### config.mk
export PLATFORM = sky130hd
export DESIGN_NAME = ozo_detector_flat
export DESIGN_NICKNAME = d
export VERILOG_FILES = /design/src/rtl/ozo_detector_if.sv /design/src/rtl/ozo_detector.sv /design/src/flat_wrapper.sv
export SDC_FILE = /design/constraint.sdc
export NUM_CORES = 1
export LEC_CHECK = 0
export BUFFER_PORTS_ARGS = -buffer_cell sky130_fd_sc_hd__buf_2
export CAP_MARGIN = 20
export CORE_AREA = 2 2 39 41
export CTS_BUF_LIST = sky130_fd_sc_hd__clkbuf_8
export DETAILED_ROUTE_END_ITERATION = 10
export DIE_AREA = 0 0 41 43
export PLACE_DENSITY = 0.46
export SYNTH_ARGS = -nofsm -noshare
export SYNTH_HDL_FRONTEND = slang
export SYNTH_SLANG_ARGS = --single-unit
export TNS_END_PERCENT = 5
### constraint.sdc
create_clock -name clk -period 1.3 [get_ports clk]
set_clock_uncertainty 0.05 [all_clocks]
set_input_delay 0.195 -clock clk [delete_from_list [all_inputs] [get_ports clk]]
set_output_delay 0.195 -clock clk [all_outputs]
set_load 0.05 [all_outputs]
### src/rtl/ozo_detector_if.sv
// Push-switch inputs and LED output of the 0-1-0 detector, grouped for the board-side hookup.
interface ozo_detector_if;
  logic PUSH_SW_LEFT;
  logic PUSH_SW_RIGHT;
  logic LED;

  modport master (
    output PUSH_SW_LEFT,
    output PUSH_SW_RIGHT,
    input  LED
  );

  modport slave (
    input  PUSH_SW_LEFT,
    input  PUSH_SW_RIGHT,
    output LED
  );
endinterface

### src/rtl/ozo_detector.sv
// Serial 0-1-0 detector fed by two raw push-switches (LEFT = 0, RIGHT = 1) with overlap.
// Each switch is synchronized and edge-detected so a press counts once however long it is held.
module ozo_detector #(
  parameter int unsigned SYNC_STAGES = 2
) (
  input logic            clk,
  input logic            rstb,
  ozo_detector_if.slave  sw
);

  typedef enum logic [1:0] {
    StIdle  = 2'd0,
    StS0    = 2'd1,
    StS01   = 2'd2,
    StMatch = 2'd3
  } state_e;

  logic [SYNC_STAGES-1:0] left_sync_q, right_sync_q;
  logic                   left_dly_q, right_dly_q;
  logic [SYNC_STAGES:0]   fill_q;
  logic                   left_pulse, right_pulse, pulses_valid;
  state_e                 state_q, state_d;
  logic                   led_q;

  // Edges only count once the delayed copy holds a real post-reset sample, so a switch
  // already held at reset release must be seen low before it can produce a pulse.
  assign pulses_valid = fill_q[SYNC_STAGES];
  assign left_pulse   = pulses_valid & left_sync_q[SYNC_STAGES-1] & ~left_dly_q;
  assign right_pulse  = pulses_valid & right_sync_q[SYNC_STAGES-1] & ~right_dly_q;

  always_ff @(posedge clk or negedge rstb) begin
    if (!rstb) begin
      left_sync_q  <= '0;
      right_sync_q <= '0;
      left_dly_q   <= 1'b0;
      right_dly_q  <= 1'b0;
      fill_q       <= '0;
      state_q      <= StIdle;
      led_q        <= 1'b0;
    end else begin
      left_sync_q  <= {left_sync_q[SYNC_STAGES-2:0], sw.PUSH_SW_LEFT};
      right_sync_q <= {right_sync_q[SYNC_STAGES-2:0], sw.PUSH_SW_RIGHT};
      left_dly_q   <= left_sync_q[SYNC_STAGES-1];
      right_dly_q  <= right_sync_q[SYNC_STAGES-1];
      fill_q       <= {fill_q[SYNC_STAGES-1:0], 1'b1};
      state_q      <= state_d;
      led_q        <= (state_d == StMatch);
    end
  end

  // Simultaneous presses are ambiguous and leave the state untouched.
  always_comb begin
    state_d = state_q;
    if (left_pulse ^ right_pulse) begin
      unique case (state_q)
        StIdle:  state_d = right_pulse ? StIdle : StS0;
        StS0:    state_d = right_pulse ? StS01  : StS0;
        StS01:   state_d = right_pulse ? StIdle : StMatch;
        StMatch: state_d = right_pulse ? StS01  : StS0;
        default: state_d = StIdle;
      endcase
    end
  end

  assign sw.LED = led_q;

endmodule

### src/flat_wrapper.sv
// flat-port wrapper written by rule: the top's interface ports become plain ports
module ozo_detector_flat 
#(
  parameter int unsigned SYNC_STAGES = 2
)
  (clk, rstb, sw_PUSH_SW_LEFT, sw_PUSH_SW_RIGHT, sw_LED);
  ozo_detector_if sw_i ();
  input logic clk;
  input logic rstb;
  input wire logic [$bits(sw_i.PUSH_SW_LEFT)-1:0] sw_PUSH_SW_LEFT;
  input wire logic [$bits(sw_i.PUSH_SW_RIGHT)-1:0] sw_PUSH_SW_RIGHT;
  output wire logic [$bits(sw_i.LED)-1:0] sw_LED;
  assign sw_i.PUSH_SW_LEFT = sw_PUSH_SW_LEFT;
  assign sw_i.PUSH_SW_RIGHT = sw_PUSH_SW_RIGHT;
  assign sw_LED = sw_i.LED;
  ozo_detector #(.SYNC_STAGES(SYNC_STAGES)) u_core (.clk(clk), .rstb(rstb), .sw(sw_i));
endmodule
==> results.yml <==
synth:
  synthSimpleGateAreaFrac_pct: 13.6
  synth_area_leaders: "dfrtp_1, nand2_1, nand2b_4"
  yosysWarnings: 0
  synth_edf_count: 0
  synth_top_family_by_area: "simple AND/OR/NAND/NOR gates"
  ys_ff_latch: 12
  synth.avg_cell_area_um2: 14.2
  synth_compound_area_share_pct: 10.3
  synthCells: 29
  syn-cell-area_um2: 413
  synth_fa_ha_area_share_pct: 0
  yosys.cell_count.top_type: "dfrtp_1"
  synthMuxAreaShare_pct: 2.42
  synthFlopType: "dfrtp_1"
  synthArstFlopShare_pct: 100
  seq_area_frac_synth_pct: 72.7
  ys_top_cells_by_count: "dfrtp_1, nand2_1"
  yosysTopAreaCell: "dfrtp_1"
  synth-xor-area-share_pct: 0
  synth.distinct_cells: 15
  yosys.area.top_type_share_pct: 72.7
  synthesis.nets: 33
timing:
  timing.fmax_mhz: 852
  layout_worst_path_cycle_share_pct: 90.3
  setup_viol: 0
  finalHoldViolCount: 0
  timing.hold.ws_ps: 14.0
  drv_slew: 0
  layout_min_cycle_time_ps: 1170
  rsz0062_at_grt: "no"
  tns_ps: 0
global_routing:
  antenna_found_initial: 0
  grt_pass1_vias: 238
  grt.total_usage_pct: 9.64
  overflow: 0
  grt_first_pass_wirelength_um: 986
  grt_max_degree: 13
critical_path:
  crit_arrival_ps: 1270
  crit_path_top_delay_cell: "dfrtp_1"
  criticalPathCategory: "reg2reg"
  start_kind: "flop"
  cp_cell_sequence: "or2b_1 > o21a_1 > o22ai_1"
  cp_slowest_stage_delay_ps: 380
  crit_fanout: 3
  required_ps: 1390
  reg2reg_slack_ps: 130
  end_kind: "flop"
final_layout:
  diodes: 0
  multi_input_area_um2: 113
  syn_to_final_growth_pct: 25.5
  fill_cells: 138
  drive_gt1_share_pct: 26.3
  nets: 43
  regArea_um2: 300
clocking:
  path_clk_slew_ps: 50
  hold_buffers: 1
  clk_latency_ps: 230
  post_cts_buffers: 0
  cts_tree: "built"
  ctsResizeCount: 0
  cts.sinks: 12
  htreeDepth: 1
  cts-root-buf: "clkbuf_8"
  cts-buffers-inserted: 3
  clk_path_buf_depth: 2
floorplanning:
  rows: 14
  core_um2: 1380
  io_pins: 5
  initial_core_util_pct: 29.8
  die_area_um2: 1760
  die_x_um: 41
  die_y_um: 43
route:
  vias: 244
  vias_per_cell: 4.52
  dr.pass1.iters: 4
  drtIter0Drc: 9
  routedWlPerCell_um: 11.5
  drc: 0
  antenna_left: 0
  wl_um: 622
placed_design:
  routabilityCongestion: 0.645
  dp_hpwl_um: 466
  io_buffers: 4
job:
  maxCapViolations: 0
outcome:
  status: "finished clean"
pwr:
  p_leak_nw: 0.238
  power_density_nw_per_um2: 1820
  ir_drop_mv: 0.599
min_path:
  min_path_type: "in2reg"
==> sequential cells by signal, summed over array words and instances, names as in the netlist <==
name and count:
u_core.fill_q 3, u_core.left_dly_q 1, u_core.left_sync_q 2, u_core.right_dly_q 1
u_core.right_sync_q 2, u_core.state_q 2, u_core.sw.LED 1
==> layout make-up <==
| cell class | count | area share, % |
|---|---|---|
| Timing Repair Buffer | 5 | 5.80 |
| Sequential cell | 12 | 58.0 |
| Tap cell | 16 | 3.86 |
| Multi-Input combinational cell | 17 | 21.7 |
| Clock buffer | 4 | 10.6 |
==> power by group <==
group	internal [mW]	leakage, nW	switching (mW)
clock	0.266	0.0288	0.123
combinational	0.0404	0.0687	0.0731
sequential	0.412	0.140	0.0259
total	0.718	0.238	0.222
==> stage by stage <==
| step | area [um2] | setup WS [ps] | utilization (%) | cells | total power, mW |
|---|---|---|---|---|---|
| floorplan | 413 | 251 | - | 29 | 0.516 |
| global placement | 453 | 227 | 32.7 | 49 | 0.545 |
| detailed placement | 453 | 122 | 32.7 | 49 | 0.557 |
| CTS | 518 | 112 | 37.4 | 54 | 0.959 |
| global route | 518 | 77.0 | 37.4 | 54 | 0.995 |
| finish | 518 | 126 | 37.4 | 54 | 0.940 |
==> placed cells by master (no fill, tap or decap) <==
master          n
o2bb2ai_1       1
nor2b_1         1
dfrtp_1        12
nor2b_2         1
mux2i_1         1
o22ai_1         1
nand2b_4        1
o21a_1          1
conb_1          1
a21oi_1         1
buf_2           4
dlygate4sd3_1   1
clkbuf_8        4
a311oi_1        1
nand2_1         4
nor3_1          1
or2b_1          1
a31oi_1         1
==> logic make-up (layout without fill, tap and decap cells) <==
logic type	after synthesis	in the layout
compound gates	6	6
simple gates	9	9
flops	12	12
mux	1	1
buf+inv	0	9
other cells	1	1
==> metal layers <==
metal	GRT usage (%)	up-vias	routed length, um	share of wire (%)
met5	0	-	0	0
met4	8.00	0	5	0.80
met3	4.71	2	34	5.5
met2	14.1	10	332	53
met1	9.66	116	250	40
li1	-	116	-	-
==> worst max-delay path: cells and delay by family, from the launching register on <==
family / cells / cell delay [ps]
compound gates: 2 / 390
simple gates: 1 / 260
flops: 1 / 380
==> path summary, 6_finish.rpt <==
check | cells past startpoint | endpoint | start
setup / recovery | 3 | u_core.sw.LED | u_core.right_dly_q
hold / removal | 1 | u_core.right_sync_q[0] | sw_PUSH_SW_RIGHT
setup reg to reg | 3 | u_core.sw.LED | u_core.right_dly_q
hold reg to reg | 0 | u_core.fill_q[2] | u_core.fill_q[1]
max in group asynchronous | 2 | u_core.fill_q[0] | rstb
min in group asynchronous | 2 | u_core.right_sync_q[0] | rstb
No activity file was read; power rests on OpenSTA's default activity.
